==> src/rtl/led_pulse_stretcher.sv <==
// led_pulse_stretcher: per-channel event stretcher (IDLE/ON/GAP) with a
// shared PWM dimmer. Turns single-cycle strobes into visible LED blinks.
module led_pulse_stretcher #(
  parameter int unsigned NCH         = 4,
  parameter int unsigned HOLD_CYCLES = 2500000,
  parameter int unsigned GAP_CYCLES  = 1250000,
  parameter int unsigned RETRIGGER   = 0,
  parameter int unsigned PWM_BITS    = 4
) (
  input  logic                i_clk,
  input  logic                i_reset_n,
  input  logic [NCH-1:0]      i_event,
  input  logic [PWM_BITS-1:0] i_brightness,
  output logic [NCH-1:0]      o_led,
  output logic [NCH-1:0]      o_busy
);

  localparam int unsigned MAX_HG = (HOLD_CYCLES > GAP_CYCLES) ? HOLD_CYCLES : GAP_CYCLES;
  localparam int unsigned MAX_C  = (MAX_HG > 2) ? MAX_HG : 2;
  localparam int unsigned TW     = $clog2(MAX_C);

  localparam logic [TW-1:0] HOLD_LD = TW'(HOLD_CYCLES - 1);
  localparam logic [TW-1:0] GAP_LD  = TW'((GAP_CYCLES > 0) ? GAP_CYCLES - 1 : 0);
  localparam logic [PWM_BITS-1:0] CNT_MAX = PWM_BITS'((1 << PWM_BITS) - 2);
  localparam logic RETRIG = (RETRIGGER != 0);

  typedef enum logic [1:0] {
    S_IDLE = 2'd0,
    S_ON   = 2'd1,
    S_GAP  = 2'd2
  } state_t;

  state_t            r_state     [NCH];
  state_t            w_state_nxt [NCH];
  logic [TW-1:0]     r_timer     [NCH];
  logic [TW-1:0]     w_timer_nxt [NCH];
  logic [NCH-1:0]    r_pend;
  logic [NCH-1:0]    w_pend_nxt;
  logic [NCH-1:0]    w_led_nxt;
  logic [NCH-1:0]    w_busy_nxt;

  logic [PWM_BITS-1:0] r_cnt;
  logic [PWM_BITS-1:0] r_lat;
  logic [PWM_BITS-1:0] w_cnt_nxt;
  logic [PWM_BITS-1:0] w_lat_nxt;
  logic                w_pwm_on_nxt;

  // PWM next state: the latch follows the counter into 0 so each period
  // uses one consistent brightness; the LED is driven from the next values.
  always_comb begin
    w_cnt_nxt    = (r_cnt == CNT_MAX) ? '0 : r_cnt + 1'b1;
    w_lat_nxt    = (w_cnt_nxt == '0) ? i_brightness : r_lat;
    w_pwm_on_nxt = (w_cnt_nxt < w_lat_nxt);
  end

  // PWM counter and brightness latch
  always_ff @(posedge i_clk or negedge i_reset_n) begin
    if (!i_reset_n) begin
      r_cnt <= '0;
      r_lat <= '0;
    end else begin
      r_cnt <= w_cnt_nxt;
      r_lat <= w_lat_nxt;
    end
  end

  // Channel state register plus registered outputs
  always_ff @(posedge i_clk or negedge i_reset_n) begin
    if (!i_reset_n) begin
      for (int unsigned n = 0; n < NCH; n++) begin
        r_state[n] <= S_IDLE;
        r_timer[n] <= '0;
      end
      r_pend <= '0;
      o_led  <= '0;
      o_busy <= '0;
    end else begin
      for (int unsigned n = 0; n < NCH; n++) begin
        r_state[n] <= w_state_nxt[n];
        r_timer[n] <= w_timer_nxt[n];
      end
      r_pend <= w_pend_nxt;
      o_led  <= w_led_nxt;
      o_busy <= w_busy_nxt;
    end
  end

  // Channel next-state: hold timer, optional gap, one queued blink
  always_comb begin
    w_pend_nxt = r_pend;
    for (int unsigned n = 0; n < NCH; n++) begin
      w_state_nxt[n] = r_state[n];
      w_timer_nxt[n] = r_timer[n];
      case (r_state[n])
        S_IDLE: begin
          if (i_event[n]) begin
            w_state_nxt[n] = S_ON;
            w_timer_nxt[n] = HOLD_LD;
            w_pend_nxt[n]  = 1'b0;
          end
        end
        S_ON: begin
          if (RETRIG && i_event[n]) begin
            w_timer_nxt[n] = HOLD_LD;
          end else if (r_timer[n] == '0) begin
            if (GAP_CYCLES > 0) begin
              w_state_nxt[n] = S_GAP;
              w_timer_nxt[n] = GAP_LD;
              w_pend_nxt[n]  = r_pend[n] | i_event[n];
            end else if (r_pend[n] | i_event[n]) begin
              // zero gap: the gap-exit decision happens on this same edge
              w_state_nxt[n] = S_ON;
              w_timer_nxt[n] = HOLD_LD;
              w_pend_nxt[n]  = 1'b0;
            end else begin
              w_state_nxt[n] = S_IDLE;
              w_timer_nxt[n] = '0;
              w_pend_nxt[n]  = 1'b0;
            end
          end else begin
            w_timer_nxt[n] = r_timer[n] - 1'b1;
            w_pend_nxt[n]  = r_pend[n] | (i_event[n] & ~RETRIG);
          end
        end
        S_GAP: begin
          if (r_timer[n] == '0) begin
            if (r_pend[n] | i_event[n]) begin
              w_state_nxt[n] = S_ON;
              w_timer_nxt[n] = HOLD_LD;
            end else begin
              w_state_nxt[n] = S_IDLE;
              w_timer_nxt[n] = '0;
            end
            w_pend_nxt[n] = 1'b0;
          end else begin
            w_timer_nxt[n] = r_timer[n] - 1'b1;
            w_pend_nxt[n]  = r_pend[n] | i_event[n];
          end
        end
        default: begin
          w_state_nxt[n] = S_IDLE;
          w_timer_nxt[n] = '0;
          w_pend_nxt[n]  = 1'b0;
        end
      endcase
    end
  end

  // Output decode from next state (registered in the state block)
  always_comb begin
    w_led_nxt  = '0;
    w_busy_nxt = '0;
    for (int unsigned n = 0; n < NCH; n++) begin
      w_led_nxt[n]  = (w_state_nxt[n] == S_ON) && w_pwm_on_nxt;
      w_busy_nxt[n] = (w_state_nxt[n] != S_IDLE);
    end
  end

endmodule

==> config.mk <==
export PLATFORM = sky130hd
export DESIGN_NAME = led_pulse_stretcher
export DESIGN_NICKNAME = d
export VERILOG_FILES = /design/src/rtl/led_pulse_stretcher.sv
export SDC_FILE = /design/constraint.sdc
export NUM_CORES = 1
export LEC_CHECK = 0
export ABC_CLOCK_PERIOD_IN_PS = 3500
export CELL_PAD_IN_SITES_DETAIL_PLACEMENT = 1
export CELL_PAD_IN_SITES_GLOBAL_PLACEMENT = 2
export CORE_ASPECT_RATIO = 0.9
export CORE_MARGIN = 2
export CORE_UTILIZATION = 30
export CTS_CLUSTER_SIZE = 8
export DETAILED_ROUTE_END_ITERATION = 8
export PLACE_DENSITY_LB_ADDON = 0.05
export SLEW_MARGIN = 20
export SYNTH_ARGS = -nofsm -noshare
export SYNTH_HDL_FRONTEND = slang
export SYNTH_SLANG_ARGS = --single-unit
export TNS_END_PERCENT = 5
==> constraint.sdc <==
create_clock -name i_clk -period 3.5 [get_ports i_clk]
set_clock_uncertainty 0.1 [all_clocks]
set_input_delay 0.525 -clock i_clk [delete_from_list [all_inputs] [get_ports i_clk]]
set_output_delay 0.525 -clock i_clk [all_outputs]
set_load 0.02 [all_outputs]
==> results of run 1 <==
cell usage in the layout, fill, tap and decap left out, drive strengths merged, types with 22 or more instances in the layout:
cell type and n:
nand2 62, inv 39, buf 24, nor3 46, nor2 75, dfrtp 116
a21oi 51, ha 28, clkbuf 23, nor4 22, o21ai 96
logic make-up after synthesis:
| group | after synthesis | synth area share |
|---|---|---|
| and+or+nand+nor | 319 | 0.234 |
| AOI/OAI and AO/OA | 268 | 0.243 |
| DFF | 116 | 0.410 |
| buffers and inverters | 73 | 0.0414 |
| adders and majority gates | 28 | 0.0495 |
| xor gates and xnor gates | 10 | 0.0124 |
| muxes | 6 | 0.00885 |
cell type report:
class	instances	area share
multi-input combinational	631	0.468
timing repair buffer	41	0.0438
sequential	116	0.351
clock inverter	9	0.0151
clock buffer	23	0.0589
inverter	39	0.0177
tap	302	0.0456
metrics by stage:
stage / area [sq um] / util / instances / setup WS (ns) / hold WS (ns)
2_1_floorplan: 7070 / - / 820 / 0.699 / 0.129
3_3_place_gp: 7660 / 0.329 / 1128 / 0.545 / 0.351
4_1_cts: 8280 / 0.356 / 1161 / 0.482 / 0.374
3_5_place_dp: 7660 / 0.329 / 1128 / 0.477 / 0.360
5_1_grt: 8280 / 0.356 / 1161 / 0.246 / 0.409
6_report: 8280 / 0.356 / 1161 / 0.470 / 0.374
timing repair:
action                                 4_1_cts  5_1_grt
gates resized for setup                      0        0
hold buffers                                 1        0
endpoints found under the hold margin        1        0
worst paths after layout:
path | from | slack (ns) | to | cells after the start
setup / recovery | r_timer[32] | 0.47 | r_timer[24] | 7
setup reg to reg | r_timer[32] | 0.47 | r_timer[24] | 7
min in group asynchronous | i_reset_n | 0.52 | r_timer[38] | 2
hold reg to reg | r_timer[82] | 0.37 | r_timer[82] | 2
hold / removal | r_timer[82] | 0.37 | r_timer[82] | 2
max in group asynchronous | i_reset_n | 1.90 | r_cnt[3] | 3
worst max-delay path, cell delays in order, from the launching register on:
cell and delay (ns):
dfrtp_1 0.44, or4_1 0.64, nor4_1 0.41, nand2_1 0.43, o31ai_1 0.33, buf_4 0.20, o21bai_1 0.07, a221o_1 0.28
state kept, by name, summed over array words and instances, names as in the netlist:
name and cells:
r_pend 4, r_timer 88, r_cnt 4, r_state 8, r_lat 4, o_busy 4, o_led 4
report_power, final:
part | internal (W) | switching (W) | leakage, nW
clock network | 0.00119 | 0.000652 | 0.299
registers | 0.00167 | 0.000328 | 1.39
logic | 0.000858 | 0.00136 | 1.74
total | 0.00372 | 0.00234 | 3.42
layer usage:
layer,vias to the layer above,GRT usage,part of all wire
met3,11,0.0267,0.023
li1,3107,-,-
met2,71,0.300,0.46
met5,-,0,0
met4,0,0.0443,0.0084
met1,3234,0.248,0.51
==> run_results.csv, run 1 <==
group,metric,value,unit
timing,achievable_clock_frequency,0.330,GHz
power_and_ir_drop,irDropWorstVdd,0.280,mV
floorplanning,rows,53,
floorplanning,initial_utilization,0.304,
clocking,worst_setup_hold_path_clk_slew,0.06,ns
synth,proportion_of_netlist_area_held_by_the_largest_area_contributor,0.410,
critical_path,worst-endpoint-arrival,3.22,ns
route,detail-route-antenna-nets,0,
power_and_ir_drop,post_route_total_power,0.00606,W
outcome,outcome,"finished, final reports clean",
floorplanning,die_h,150,um
clocking,cts_setup_buffers,0,
critical_path,crit_path_start_kind,"register",
critical_path,critical_path_peak_fanout,14,
synth,postSynth.asyncResetShare,1.00,
global_route,grt_max_degree,83,
synth,avgSynthCellArea,8.62,sq um
timing,timing.final.setup_violations,0,
floorplanning,die_width,166,um
timing,final_max_slew_viol_count,0,
synth,post-synth-top-count-cell,"dfrtp_1",
power_and_ir_drop,static-leakage-power,3.42,nW
place,finalWeightedCongestion,0.745,
run,maxCapViolCount,0,
synth,synthesized_cell_area,0.00707,sq mm
route,drt_first_pass_iters,5,
critical_path,crit_type,"reg -> reg",
layout,number_of_diodes,0,
synth,number_of_standard_cells_after_synthesis,820,
timing,final_critical_path_required_period,3.03,ns
synth,postSynthNetCount,858,
synth,netlist.top_cell.by_area,"dfrtp_1",
clocking,tritoncts,"done",
synth,synth.top_cells.by_area,"dfrtp_1 41%, o21ai_0 6.7%, ha_1 5.0%",
route,post-route-drc-count,0,
global_route,number_of_antenna_violations_at_the_first_check_in_global_routing,0,
clocking,clockBufferDepth,2,
synth,synth_warnings,0,
timing,finalHoldViolations,0,
layout,final-seq-area,0.00290,sq mm
timing,share_of_the_cycle_needed_by_the_critical_path_after_routing,0.866,
floorplanning,io_pins,18,
clocking,cts.sink_count,116,
synth,synth_common_cells,"116 x dfrtp_1, 95 x o21ai_0, 75 x nor2_1",
synth,synth_cell_type_count,68,
global_route,grt.overflow.total,0,
route,route.detailed.wl_per_inst,18.6,um
route,drt-initial-drc-count,297,
clocking,insertion_delay,0.42,ns
route,post_drt_via_cell_ratio,5.53,
power_and_ir_drop,power_density_over_cell_area,732,mW/mm^2
layout,final_net_count,884,
synth,synth_seq_cells,116,
clocking,cts.htree.levels,4,
layout,syn_to_final_growth,17.1,%
worst_hold_path,timing.hold.worst.class,"reg -> reg",
layout,post_route_cells_drive_above_1_share,0.0955,
place,place_hpwl,15.3,mm
layout,fillCellCount,2715,
route,vias,6423,
timing,maxSlewHeadroom,0.353,
route,wl,21.6,mm
timing,grt_setup_unrepaired,"no",
synth,synth-edff-count,0,
critical_path,worst-endpoint-required,3.69,ns
floorplanning,die_area,0.0248,sq mm
clocking,clock-root-buffer,"clkbuf_16",
global_route,grt_pass1_wl,36.3,mm
timing,tightest_slew,0.966,ns
synth,synth-main-ff-cell,"dfrtp_1",
global_route,grt_use_total,0.181,
floorplanning,core,0.0233,sq mm
critical_path,worst_setup_path_end_kind,"register",
global_route,grt_pass1_vias,6782,
clocking,numCtsBuffers,17,
synth,ys_seq_area_frac,0.410,
layout,multi_input_area,0.00388,sq mm
timing,finalSetupTns,0,ns
place,buffer_ports.inserted,17,
Power figures use the tool's default switching activity.
==> run 2: changes to the inputs <==
--- a/config.mk
+++ b/config.mk
@@ -5,13 +5,13 @@
 export SDC_FILE = /design/constraint.sdc
 export NUM_CORES = 1
 export LEC_CHECK = 0
-export ABC_CLOCK_PERIOD_IN_PS = 3500
+export ABC_CLOCK_PERIOD_IN_PS = 3150
 export CELL_PAD_IN_SITES_DETAIL_PLACEMENT = 1
 export CELL_PAD_IN_SITES_GLOBAL_PLACEMENT = 2
 export CORE_ASPECT_RATIO = 0.9
 export CORE_MARGIN = 2
 export CORE_UTILIZATION = 30
-export CTS_CLUSTER_SIZE = 8
+export CTS_CLUSTER_SIZE = 40
 export DETAILED_ROUTE_END_ITERATION = 8
 export PLACE_DENSITY_LB_ADDON = 0.05
 export SLEW_MARGIN = 20
==> constraint.sdc (replaced) <==
create_clock -name i_clk -period 3.15 [get_ports i_clk]
set_clock_uncertainty 0.1 [all_clocks]
set_input_delay 0.4725 -clock i_clk [delete_from_list [all_inputs] [get_ports i_clk]]
set_output_delay 0.4725 -clock i_clk [all_outputs]
set_load 0.02 [all_outputs]
==> run 2 against run 1 <==
Sequential power rose by 12%. Cell area grew 1.8%. Setup slack worse by 0.27 ns. Cell count increased by 1.6%. Clock-buffer cell count is 4 lower. Highest routed layer unchanged. Critical path depth decreased by 1. Sequential share of layout area down 0.61 points. Largest cell class unchanged. Critical endpoint is now o_led[0]. Sequential cell count stayed put. Combinational power rose by 15%.
==> run_results.csv, run 2 (synthesis results as in run 1) <==
group,metric,value,unit
outcome,outcome,"finished, final reports clean",
timing,holdWs,0.363,ns
floorplanning,io_pins,18,
critical_path,crit_path_start_kind,"register",
critical_path,critical_path.reg2reg.endpoint,"o_led[0]",
timing,tightest_slew,0.799,ns
worst_hold_path,worst_hold_path.endpoint,"r_timer[82]",
critical_path,worst_r2r_path_depth,6,
place,finalWeightedCongestion,0.822,
critical_path,crit_path_max_incr_delay,0.60,ns
critical_path,worst-endpoint-required,3.37,ns
critical_path,worst_setup_path_end_kind,"register",
floorplanning,die_width,166,um
critical_path,cp_slowest_cell,"or4_1",
worst_hold_path,min-delay-start,"r_timer[82]",
timing,finalHoldViolations,0,
clocking,numCtsBuffers,17,
floorplanning,rows,53,
critical_path,timing.critical_path.mode_cell,"or4_1",
floorplanning,die_area,0.0248,sq mm
layout,final_common_cell,"dfrtp_1",
clocking,clockBufferDepth,2,
layout,final_net_count,902,
critical_path,crit_type,"reg -> reg",
route,post-route-drc-count,0,
layout,syn_to_final_growth,19.2,%
route,route.detailed.wl_per_inst,18.8,um
clocking,insertion_delay,0.42,ns
power_and_ir_drop,static-leakage-power,3.51,nW
layout,fillCellCount,2737,
power_and_ir_drop,irDropWorstVdd,0.414,mV
place,buffer_ports.inserted,17,
critical_path,setup.reg_to_reg.worst_slack,0.20,ns
timing,grt_setup_unrepaired,"no",
layout,max_flop_register,"r_timer",
critical_path,cell_chain_critical_path,"or4_1 > or4_1 > or2_1 > nor4b_4 > nor3_2 > nor4_2",
route,detail-route-antenna-nets,0,
timing,setup_slack,0.201,ns
clocking,clock-root-buffer,"clkbuf_16",
layout,number_of_diodes,0,
route,post_drt_via_cell_ratio,5.53,
timing,finalSetupTns,0,ns
place,place_hpwl,16.2,mm
global_route,grt_pass1_vias,7043,
floorplanning,initial_utilization,0.304,
global_route,grt.overflow.total,0,
clocking,tritoncts,"done",
route,drt-initial-drc-count,398,
floorplanning,core,0.0233,sq mm
clocking,cts.sink_count,116,
route,drt_first_pass_iters,5,
floorplanning,die_h,150,um
layout,layout.cells.most_common_list,"116 x dfrtp_1, 95 x o21ai_0, 75 x nor2_1",
route,wl,22.2,mm
critical_path,r2r_start,"r_timer[83]",
critical_path,critical_path_peak_fanout,9,
route,vias,6522,
run,maxCapViolCount,0,
power_and_ir_drop,power_density_over_cell_area,818,mW/mm^2
place,post-place-ws,0.158,ns
global_route,grt_max_degree,54,
timing,final_max_slew_viol_count,0,
clocking,worst_setup_hold_path_clk_slew,0.06,ns
worst_hold_path,holdPathStages,2,
layout,post_route_cells_drive_above_1_share,0.115,
critical_path,crit_family,"simple AND/OR/NAND/NOR gates",
layout,largest_registers,"r_timer: 88 flops, r_state: 8 flops",
critical_path,cp_depth,6,
critical_path,worst-endpoint-arrival,3.17,ns
timing,achievable_clock_frequency,0.339,GHz
timing,maxSlewHeadroom,0.453,
layout,largest_reg_flops,88,
critical_path,critPathBufInv,0,
clocking,cts.htree.levels,4,
global_route,grt_use_total,0.189,
timing,share_of_the_cycle_needed_by_the_critical_path_after_routing,0.936,
worst_hold_path,timing.hold.worst.class,"reg -> reg",
timing,timing.final.setup_violations,0,
global_route,grt_pass1_wl,37.8,mm
global_route,number_of_antenna_violations_at_the_first_check_in_global_routing,0,
timing,final_critical_path_required_period,2.95,ns
layout,finish.utilization,0.362,
[run 2: cell types whose count changed in the layout (fill, tap and decap cells not counted), moves of 2 or more]
cell,change
clkinvlp_4,+2
clkinv_4,+2
clkbuf_8,-3
buf_4,+18
[run 2: area by class of cell]
class / instances / area, sq um / area share
tap: 302 / 378 / 0.0448
multi-input combinational: 631 / 3880 / 0.460
clock buffer: 19 / 443 / 0.0526
timing repair buffer: 59 / 498 / 0.0591
clock inverter: 13 / 183 / 0.0217
sequential: 116 / 2900 / 0.344
inverter: 39 / 146 / 0.0174
[run 2: worst register-to-register path, cell delays in order (launching register included)]
cell and delay, ns:
dfrtp_1 0.47, or4_1 0.60, or4_1 0.59, or2_1 0.40, nor4b_4 0.32, nor3_2 0.10, nor4_2 0.27
[run 2: through the flow]
stage / instance area (sq um) / power, W / std cells
after floorplan: 7070 / 0.00386 / 820
after global placement: 7790 / 0.00474 / 1146
after detailed placement: 7790 / 0.00481 / 1146
after CTS: 8430 / 0.00696 / 1179
after global routing: 8430 / 0.00741 / 1179
final: 8430 / 0.00689 / 1179
[run 2: worst max-delay path by stage]
| stage | start | end | slack, ns |
|---|---|---|---|
| 6_report | r_timer[83] | o_led[0] | 0.20 |
| 5_1_grt | r_timer[32] | o_led[2] | 0.05 |
| 4_1_cts | r_cnt[0] | o_led[1] | 0.14 |
| 3_3_place_gp | r_timer[83] | o_led[0] | 0.30 |
| 3_5_place_dp | r_cnt[0] | o_led[3] | 0.16 |
| 2_1_floorplan | r_timer[71] | o_led[0] | 0.35 |
[run 2: routing by layer]
metal,wire (um),GRT usage
met3,699,0.0405
met5,0,0
met4,228,0.0417
met2,10300,0.310
met1,11000,0.257
[run 2: what timing repair did]
item / CTS / global route
setup buffers: 0 / 0
resized for setup: 0 / 1
endpoints found under the hold margin: 33 / 0
endpoints found under the setup margin: 0 / 4
hold buffers: 1 / 0
[run 2: power by group]
part,switching [W],internal (W),leakage (nW)
Combinational,0.00153,0.00102,1.82
Sequential,0.000379,0.00186,1.39
Clock,0.000764,0.00134,0.295
==> run 3: changes to the inputs <==
--- a/config.mk
+++ b/config.mk
@@ -13,7 +13,7 @@
 export CORE_UTILIZATION = 30
 export CTS_CLUSTER_SIZE = 40
 export DETAILED_ROUTE_END_ITERATION = 8
-export PLACE_DENSITY_LB_ADDON = 0.05
+export PLACE_DENSITY_LB_ADDON = 0.3
 export SLEW_MARGIN = 20
 export SYNTH_ARGS = -nofsm -noshare
 export SYNTH_HDL_FRONTEND = slang
==> run 3 against run 2 <==
Setup slack better by 0.071 ns. Clock-buffer cell count is the same. Via count is 1.2% lower. Non-clock buffer count is 7 higher. Worst hold slack improved by 0.0062 ns. Clock power decreased by 6%. Global-route usage shrank 0.87 points. Sequential share of layout area about the same. Cell count rose by 0.59%. Register-to-register slack improved by 0.07 ns. Combinational power is 2% higher. Sequential cell count unchanged. Critical path type unchanged. Largest cell class unchanged. Highest routed layer unchanged.
==> run_results.csv, run 3 (synthesis results as in run 1) <==
group,metric,value,unit
power_and_ir_drop,p_clk_frac,0.292,
critical_path,critical_path.reg2reg.endpoint,"r_timer[86]",
route,drt-initial-drc-count,362,
critical_path,setup.reg_to_reg.worst_slack,0.27,ns
route,wl,21.5,mm
floorplanning,io_pins,18,
power_and_ir_drop,power.internal,0.00414,W
clocking,cts.htree.levels,4,
floorplanning,initial_utilization,0.304,
floorplanning,die_h,150,um
clocking,insertion_delay,0.42,ns
route,post-route-drc-count,0,
layout,layout.cells.most_common_list,"116 x dfrtp_1, 95 x o21ai_0, 75 x nor2_1",
global_route,grt_use_total,0.180,
floorplanning,die_width,166,um
critical_path,r2r_start,"r_timer[66]",
clocking,cts.sink_count,116,
place,place_hpwl,15.4,mm
worst_hold_path,worst_hold_path.endpoint,"r_timer[82]",
critical_path,worst-endpoint-arrival,3.08,ns
critical_path,worst-endpoint-required,3.35,ns
layout,final_common_cell,"dfrtp_1",
power_and_ir_drop,power_switching_share,0.390,
route,vias,6444,
worst_hold_path,min-delay-start,"r_timer[82]",
route,detail-route-antenna-nets,0,
timing,grt_setup_unrepaired,"no",
clocking,clock-root-buffer,"clkbuf_16",
critical_path,crit_type,"reg -> reg",
layout,largest_registers,"r_timer: 88 flops, r_state: 8 flops",
critical_path,cell_chain_critical_path,"inv_1 > ha_1 > or4b_1 > or3_1 > or3_1 > o41a_1 > o21ai_0 > o21ai_1",
floorplanning,rows,53,
route,post_drt_via_cell_ratio,5.43,
timing,final_max_slew_viol_count,0,
route,drt_first_pass_iters,6,
place,post-place-ws,0.252,ns
critical_path,crit_path_start_kind,"register",
layout,final_net_count,909,
layout,fillCellCount,2741,
layout,number_of_diodes,0,
route,route.detailed.wl_per_inst,18.1,um
power_and_ir_drop,pwr-share-comb,0.381,
critical_path,cp_depth,8,
critical_path,worst_r2r_path_depth,8,
layout,max_flop_register,"r_timer",
worst_hold_path,holdPathStages,2,
clocking,tritoncts,"done",
run,maxCapViolCount,0,
critical_path,worst_setup_path_end_kind,"register",
timing,finalSetupTns,0,ns
global_route,number_of_antenna_violations_at_the_first_check_in_global_routing,0,
clocking,clockBufferDepth,2,
timing,timing.final.setup_violations,0,
global_route,grt_max_degree,56,
place,finalWeightedCongestion,0.780,
power_and_ir_drop,static-leakage-power,3.53,nW
layout,syn_to_final_growth,19.3,%
timing,share_of_the_cycle_needed_by_the_critical_path_after_routing,0.914,
floorplanning,core,0.0233,sq mm
place,buffer_ports.inserted,17,
timing,setup_slack,0.272,ns
critical_path,critPathBufInv,1,
global_route,grt_pass1_vias,6641,
timing,tightest_slew,0.906,ns
global_route,grt_pass1_wl,36.1,mm
global_route,grt.overflow.total,0,
critical_path,critical_path_peak_fanout,6,
critical_path,crit_path_max_incr_delay,0.59,ns
clocking,cts_setup_buffers,0,
timing,final_critical_path_required_period,2.88,ns
critical_path,crit_family,"simple AND/OR/NAND/NOR gates",
layout,post_route_cells_drive_above_1_share,0.121,
critical_path,timing.critical_path.mode_cell,"or3_1",
timing,maxSlewHeadroom,0.390,
power_and_ir_drop,irDropWorstVdd,0.357,mV
floorplanning,die_area,0.0248,sq mm
critical_path,cp_slowest_cell,"or4b_1",
clocking,numCtsBuffers,17,
worst_hold_path,timing.hold.worst.class,"reg -> reg",
layout,largest_reg_flops,88,
power_and_ir_drop,power_density_over_cell_area,805,mW/mm^2
timing,achievable_clock_frequency,0.348,GHz
power_and_ir_drop,netSwitchingPower,0.00265,W
timing,finalHoldViolations,0,
clocking,worst_setup_hold_path_clk_slew,0.06,ns
power_and_ir_drop,seq_power_share,0.327,
outcome,outcome,"finished, final reports clean",
run 3: changes by cell type in the layout (fill, tap and decap cells not counted), sizes merged:
cell / change
inv: +1
clkinv: +1
bufinv: -1
buf: +7
clkinvlp: -1
run 3: what timing repair did:
item	CTS	global route
gates resized for setup	0	1
hold endpoints to repair	52	0
hold buffers	1	0
setup endpoints to repair	0	3
run 3: layout make-up:
cell class,count,area [sq um],area share
multi-input combinational,631,3880,0.459
sequential,116,2900,0.344
timing repair buffer,66,542,0.0642
clock buffer,19,433,0.0513
tap,302,378,0.0448
clock inverter,13,159,0.0188
inverter,39,146,0.0174
run 3: worst max-delay path by stage:
stage | slack (ns) | startpoint | end
after global placement | 0.32 | r_timer[84] | r_timer[74]
after detailed placement | 0.25 | r_cnt[0] | o_led[3]
after CTS | 0.23 | r_cnt[0] | o_led[3]
final | 0.27 | r_timer[66] | r_timer[86]
after floorplan | 0.35 | r_timer[71] | o_led[0]
after global routing | 0.09 | r_timer[44] | r_timer[64]
run 3: worst reg2reg max path, cell delays in order, from the launching register on:
cell	delay (ns)
dfrtp_1	0.40
inv_1	0.09
ha_1	0.18
or4b_1	0.59
or3_1	0.46
or3_1	0.40
o41a_1	0.32
o21ai_0	0.14
o21ai_1	0.09
run 3: power groups by stage:
stage	clock network (W)	logic, W	registers (W)
after floorplan	0	0.00169	0.00217
after CTS	0.00203	0.00261	0.00222
after global routing	0.00211	0.00293	0.00228
final	0.00199	0.00259	0.00222
after detailed placement	0	0.00259	0.00223
after global placement	0	0.00256	0.00224
run 3: per-stage QoR:
step / power [W] / area, sq um / cells / utilization / hold WS (ns)
after detailed placement: 0.00483 / 7840 / 1153 / 0.337 / 0.361
after global placement: 0.00481 / 7840 / 1153 / 0.337 / 0.359
after global routing: 0.00733 / 8440 / 1186 / 0.362 / 0.418
final: 0.00680 / 8440 / 1186 / 0.362 / 0.369
after CTS: 0.00686 / 8440 / 1186 / 0.362 / 0.375
after floorplan: 0.00386 / 7070 / 820 / - / 0.0769
run 3: routing by layer:
| metal | track usage | share of wire | vias to the layer above |
|---|---|---|---|
| li1 | - | - | 3169 |
| met1 | 0.263 | 0.54 | 3203 |
| met2 | 0.274 | 0.43 | 54 |
| met3 | 0.0312 | 0.022 | 18 |
| met4 | 0.0509 | 0.011 | 0 |
| met5 | 0 | 0 | - |
